## src/rtl/new_usb_listscheduler.sv

```systemverilog
// OHCI list-service scheduler: chooses the next ED list (periodic, control,
// bulk) for the ED fetcher, applies the control/bulk service ratio, tracks
// the per-frame periodic window and generates the ListFilled clear pulses.
module new_usb_listscheduler #(
   parameter int CntWidth = 3
) (
   input  logic       clk_i,
   input  logic       rst_ni,
   input  logic       ple_i,
   input  logic       cle_i,
   input  logic       ble_i,
   input  logic       clf_i,
   input  logic       blf_i,
   input  logic [1:0] cbsr_i,
   input  logic       sof_i,
   input  logic       periodic_start_i,
   output logic       serve_valid_o,
   output logic [1:0] serve_list_o,
   input  logic       serve_ready_i,
   input  logic       done_valid_i,
   input  logic       done_td_i,
   input  logic       done_end_i,
   output logic       busy_o,
   output logic       clf_clr_o,
   output logic       blf_clr_o,
   output logic       frame_overrun_o
);

   typedef enum logic [1:0] {IDLE, ISSUE, BUSY} state_t;

   localparam logic [1:0] ListPer = 2'b00;
   localparam logic [1:0] ListCtl = 2'b01;
   localparam logic [1:0] ListBlk = 2'b10;
   localparam logic [CntWidth-1:0] CntMax = CntWidth'(4);

   state_t              state_q, state_d;
   logic [1:0]          list_q;
   logic [CntWidth-1:0] cnt_q;
   logic                periodic_pending_q, periodic_done_q;
   logic                ctrl_pass_td_q, bulk_pass_td_q;
   logic                clf_clr_q, blf_clr_q, overrun_q;

   logic                ctrl_ok, bulk_ok, pick_bulk;
   logic                pick;
   logic [1:0]          pick_list;
   logic                done_ev, done_ctl, done_blk, done_per;
   logic                per_inflight;
   logic                periodic_done_d, periodic_pending_d;

   assign ctrl_ok   = cle_i & clf_i;
   assign bulk_ok   = ble_i & blf_i;
   // Bulk wins once the control run has exceeded the ratio, or when control
   // has nothing to offer.
   assign pick_bulk = bulk_ok & ((cnt_q > CntWidth'(cbsr_i)) | ~ctrl_ok);

   // Completions only count while an ED is actually in service.
   assign done_ev  = done_valid_i & (state_q == BUSY);
   assign done_ctl = done_ev & (list_q == ListCtl);
   assign done_blk = done_ev & (list_q == ListBlk);
   assign done_per = done_ev & (list_q == ListPer);

   // A periodic ED counts as in flight from request until its completion.
   assign per_inflight = (state_q != IDLE) & (list_q == ListPer);

   // Next-state and list selection; selection only happens in IDLE.
   always_comb begin
      state_d   = state_q;
      pick      = 1'b0;
      pick_list = ListPer;
      case (state_q)
         IDLE: begin
            if (periodic_pending_q) begin
               pick      = 1'b1;
               pick_list = ListPer;
            end else if (pick_bulk) begin
               pick      = 1'b1;
               pick_list = ListBlk;
            end else if (ctrl_ok) begin
               pick      = 1'b1;
               pick_list = ListCtl;
            end
            if (pick) state_d = ISSUE;
         end
         ISSUE:   if (serve_ready_i) state_d = BUSY;
         BUSY:    if (done_valid_i)  state_d = IDLE;
         default: state_d = IDLE;
      endcase
   end

   // Periodic window bookkeeping: SOF effects first, then completion, then
   // a new PeriodicStart may open the window.
   always_comb begin
      periodic_done_d    = periodic_done_q;
      periodic_pending_d = periodic_pending_q;
      if (sof_i) begin
         periodic_done_d    = 1'b0;
         periodic_pending_d = 1'b0;
      end
      if (done_per & done_end_i) begin
         periodic_done_d    = 1'b1;
         periodic_pending_d = 1'b0;
      end
      if (periodic_start_i & ple_i & ~periodic_done_d)
         periodic_pending_d = 1'b1;
   end

   // FSM state and the latched list under service.
   always_ff @(posedge clk_i or negedge rst_ni) begin
      if (!rst_ni) begin
         state_q <= IDLE;
         list_q  <= ListPer;
      end else begin
         state_q <= state_d;
         if (pick) list_q <= pick_list;
      end
   end

   // Control-per-bulk ratio counter, saturating.
   always_ff @(posedge clk_i or negedge rst_ni) begin
      if (!rst_ni) begin
         cnt_q <= '0;
      end else if (done_blk) begin
         cnt_q <= '0;
      end else if (done_ctl && cnt_q != CntMax) begin
         cnt_q <= cnt_q + CntWidth'(1);
      end
   end

   // Per-pass TD tracking; a full pass with no TD clears the Filled bit.
   always_ff @(posedge clk_i or negedge rst_ni) begin
      if (!rst_ni) begin
         ctrl_pass_td_q <= 1'b0;
         bulk_pass_td_q <= 1'b0;
         clf_clr_q      <= 1'b0;
         blf_clr_q      <= 1'b0;
      end else begin
         clf_clr_q <= done_ctl & done_end_i & ~(ctrl_pass_td_q | done_td_i);
         blf_clr_q <= done_blk & done_end_i & ~(bulk_pass_td_q | done_td_i);
         if (done_ctl)
            ctrl_pass_td_q <= done_end_i ? 1'b0 : (ctrl_pass_td_q | done_td_i);
         if (done_blk)
            bulk_pass_td_q <= done_end_i ? 1'b0 : (bulk_pass_td_q | done_td_i);
      end
   end

   // Periodic window registers and overrun pulse.
   always_ff @(posedge clk_i or negedge rst_ni) begin
      if (!rst_ni) begin
         periodic_pending_q <= 1'b0;
         periodic_done_q    <= 1'b0;
         overrun_q          <= 1'b0;
      end else begin
         periodic_pending_q <= periodic_pending_d;
         periodic_done_q    <= periodic_done_d;
         overrun_q          <= sof_i & (periodic_pending_q | per_inflight);
      end
   end

   assign serve_valid_o   = (state_q == ISSUE);
   assign serve_list_o    = list_q;
   assign busy_o          = (state_q != IDLE);
   assign clf_clr_o       = clf_clr_q;
   assign blf_clr_o       = blf_clr_q;
   assign frame_overrun_o = overrun_q;

endmodule

```

## config.mk

```make
export PLATFORM = sky130hd
export DESIGN_NAME = new_usb_listscheduler
export DESIGN_NICKNAME = d
export VERILOG_FILES = /design/src/rtl/new_usb_listscheduler.sv
export SDC_FILE = /design/constraint.sdc
export NUM_CORES = 1
export LEC_CHECK = 0
export ABC_AREA = 1
export BUFFER_PORTS_ARGS = -buffer_cell sky130_fd_sc_hd__buf_2
export CORE_MARGIN = 8
export CORE_UTILIZATION = 45
export CTS_BUF_LIST = sky130_fd_sc_hd__clkbuf_2 sky130_fd_sc_hd__clkbuf_4 sky130_fd_sc_hd__clkbuf_8
export DETAILED_ROUTE_END_ITERATION = 8
export PLACE_DENSITY_LB_ADDON = 0.25
export SKIP_LAST_GASP = 1
export SLEW_MARGIN = 20
export SYNTH_ARGS = -nofsm -noshare
export SYNTH_HDL_FRONTEND = slang
export SYNTH_SLANG_ARGS = --single-unit
```

## constraint.sdc

```tcl
create_clock -name clk_i -period 1.95 [get_ports clk_i]
set_clock_uncertainty 0.05 [all_clocks]
set_input_delay 0.4875 -clock clk_i [delete_from_list [all_inputs] [get_ports clk_i]]
set_output_delay 0.4875 -clock clk_i [all_outputs]
set_load 0.02 [all_outputs]
```

# == Word level (Yosys, flattened, before mapping) ==
# Index checks and enable logic that the tools add are counted.
# word_totals
latch_bits,0
out_inout_bits,7
ram_bits,0
register_bits,14
romBits,0
memories,0
# op_classes
mul,0
muxes,22
eq_ne,8
n_div,0
shift,0
n_reduce_logical,7
n_addsub,1
n_bitwise,24
order_cmp,1
# ops
cell,n
1-bit bitwise AND,16
1-bit 2-to-1 mux,13
2-bit 2-to-1 mux,6
3-bit 2-to-1 mux,2
2-bit one-hot mux with 3 select lines,1
2-bit by 1-bit == test with 1-bit output (second input constant),2
2-bit == test (second input constant),2
2-bit logical NOT,2
2-bit != test (second input constant),2
1-bit NOT,4
1-bit OR,4
2-bit nonzero test,2
3-bit by 1-bit adder with 3-bit output (second input constant),1
3-bit by 2-bit > comparator with 1-bit output,1
3-bit != test (second input constant),1
3-bit AND reduction,1
3-bit nonzero test,1
2-bit by 1-bit != test with 1-bit output (second input constant),1
1-bit logical AND,1

# == Longest topological paths before layout ==
# depth
depth_word,9
mapped_depth,10

# == Worst setup path after synthesis ==
# Ideal clock, no wire load.
# synth_path
path_type,flip-flop to output port
startpoint,register state_q[0]
endpoint,output serve_valid_o
t_required_ps,1412
path_slack_ps,607
t_arrival_ps,805
path_buffers,0
path_stages_with_launch,3
cell_sequence,dfrtp_1 > inv_1 > nor2_1
# synth_between
elab_chain_cells,1
# synth_lines
element,line_no,source
from (decl),36,"state_t state_q, state_d;"
from (signal assigned),113,state_q <= state_d;
2-bit by 1-bit == test with 1-bit output,159,assign serve_valid_o = (state_q == ISSUE);
to (decl),17,"output logic serve_valid_o,"
# Every way passes these cells.

# == Worst setup path after layout ==
# layout_path
startpoint,register state_q[1]
endpoint,output busy_o
# layout_between
elab_chain_cells,1
# layout_lines
element,line_no,source
2-bit nonzero test,161,assign busy_o = (state_q != IDLE);
to (decl),23,"output logic busy_o,"
# Every way passes these cells.

==> results.md <==
- CTS tree: done
- Tcrit/Tclk final: 86.0%
- Gpl congestion: 0.722
- Iteration-0 DRC Markers: 21
- First-pass GRT wire length: 2940 um
- Post-CTS Setup Inserts: 0
- GRT Total Usage: 11.3%
- Status: complete, no violations
- Post-DRT Antenna Nets: 0
- CP Cell Sequence: nor2_1 > inv_1 > buf_2
- Worst setup EP type: output pin
- Clock sinks: 14
- Largest net degree at the start of global routing: 15
- Yosys warns: 0
- Number of gates resized after CTS: 0
- H-tree depth: 1
- Measured slew at the worst slew-check pin: 367 ps
- Max Root-Sink Buffers: 2
- Initial core utilization: 46.1%
- Fin. max-slew vios: 0
- Share of layout cells above drive strength 1: 28.6%
- Die Span Y: 57.4 um
- Leading area contributor after synthesis: dfrtp_1
- Total CTS buffers: 3
- Worst skew pair latency: 270 ps
- HP Class: input port to asynchronous set/reset pin
- Total overflow reported by the global router: 0
- Diode count: 0
- Row cnt: 15
- Area grow syn2layout: 19.3%
- Wirelength, routed: 1610 um
- Final setup violation count: 0
- Slew HR: 75.3%
- PortBufs: 21
- Nets: 140
- Minimum clock period: 1680 ps
- Via count: 662
- Ports: 22
- Most frequent cells in the layout: nand2_1 (29), buf_2 (21), inv_1 (14), dfrtp_1 (14), nand3_1 (9)
- Synth cell types: 21
- Critical Path Source Type: flip-flop
- Synth area leaders: dfrtp_1 (46%), nand2_1 (14%), inv_1 (6.8%)
- Vias in the first global route: 662
- Max-Cap Viols: 0
- Post-CTS Hold Buffers: 0
- Residual DRC count: 0
- Root buf cell: clkbuf_4
- LEAKAGE: 0.000540 uW
- Mapped Area: 769 um^2
- Worst-path clk slew: 80 ps
- Largest stage delay on the critical path: 440 ps
- Post-synth top area share: 45.5%
- Average size of a mapped cell: 8.10 um^2
- RSZ-0062 raised after global routing: no
- Synthesized instance count: 95
- Setup tns final: 0 ps
- CP Data Required Time: 1410 ps
- Initial antenna violation count: 0
- Die Span X: 57.4 um
- PD cells: 1120 nW/um^2
- Via density: 4.87
- WL per Instance: 11.8 um
- Final hold vios: 0
- Slowest CP cell: dfrtp_1
- Crit-path max FO: 5
- Type of the worst setup path: flip-flop to output pin
- Core area: 1670 um^2
- Seq/Total Area, Yosys: 45.5%
- Post-synthesis net count: 114
- Hold_ws: 44.4 ps
- Dpl hpwl: 1300 um
- Commonest non-fill, non-tap cell in the layout: nand2_1
- Fmax: 0.596 GHz
- First-pass detailed-route iteration total: 4
- Die footprint: 3290 um^2
- Synth Register Bits: 14
- Max IR drop VDD: 0.622 mV
- Critical Path AT: 1140 ps
[Yosys cell counts]
library cell  count
nand3b_1          1
nor4_1            1
o21ai_0           2
nand3_1           9
nand3_2           2
xor2_1            1
nor2_2            1
inv_1            14
nor2_4            1
a21oi_1           1
ha_1              4
nor3_2            2
nand2_2           1
o31ai_1           2
nor2_1            5
or2_2             2
nand4_1           1
dfrtp_1          14
inv_2             1
nand2_1          29
o21ai_1           1
[per-layer routing]
metal,part of all wire (%),vias up,GRT usage (%)
li1,-,353,-
met1,47,292,14.0
met2,49,17,17.7
met3,4.4,0,5.16
met4,0,0,2.14
met5,0,-,0
[state kept, by name (all words and copies together) (netlist names)]
signal,cells
clf_clr_o,1
periodic_pending_q,1
state_q,2
ctrl_pass_td_q,1
bulk_pass_td_q,1
frame_overrun_o,1
serve_list_o,2
cnt_q,3
blf_clr_o,1
periodic_done_q,1
[final timing paths]
check	from	to	slack, ps	depth (start not counted)
max	state_q[1]	busy_o	270	3
min	rst_ni	serve_list_o[0]	40	1
max reg2reg	cnt_q[0]	cnt_q[2]	650	7
min reg2reg	periodic_done_q	periodic_done_q	420	2
max in group asynchronous	rst_ni	clf_clr_o	1570	1
min in group clk_i	serve_ready_i	state_q[0]	350	2
[metrics by stage]
step	std cells	instance area [um^2]	total power (uW)	util [%]	setup WS, ps
floorplan	95	769	753	-	607
global placement	133	896	874	53.6	549
detailed placement	133	896	883	53.6	537
CTS	136	918	1050	55.0	246
global route	136	918	1140	55.0	180
finish	136	918	1030	55.0	272
[area by class of cell]
class	count	area [um^2]
Clock buffer	3	22.5
Tap cell	17	21.3
Fill cell	149	752
Inverter	15	56.3
Timing Repair Buffer	21	105
Sequential cell	14	350
Multi-Input combinational cell	66	363
[power by group]
part | switching (uW) | internal [uW]
logic | 270 | 154
clock network | 85.2 | 71.4
registers | 77.1 | 371
[cells by family (layout without fill, tap and decap cells)]
| family | count (synthesis) | count (layout) | share of synthesized area, % |
|---|---|---|---|
| compound gates | 6 | 6 | 4.55 |
| simple gates | 55 | 55 | 35.0 |
| fa+ha+maj | 4 | 4 | 6.50 |
| xor+xnor | 1 | 1 | 1.14 |
| flops | 14 | 14 | 45.5 |
| buf+inv | 15 | 39 | 7.32 |
[worst max-delay path: cells and delay by family, from the launching register on]
family	cells	cell delay [ps]
flip-flops	1	440
buffers and inverters	2	240
AND/OR/NAND/NOR	1	190
(Power assumes the default switching activity.)
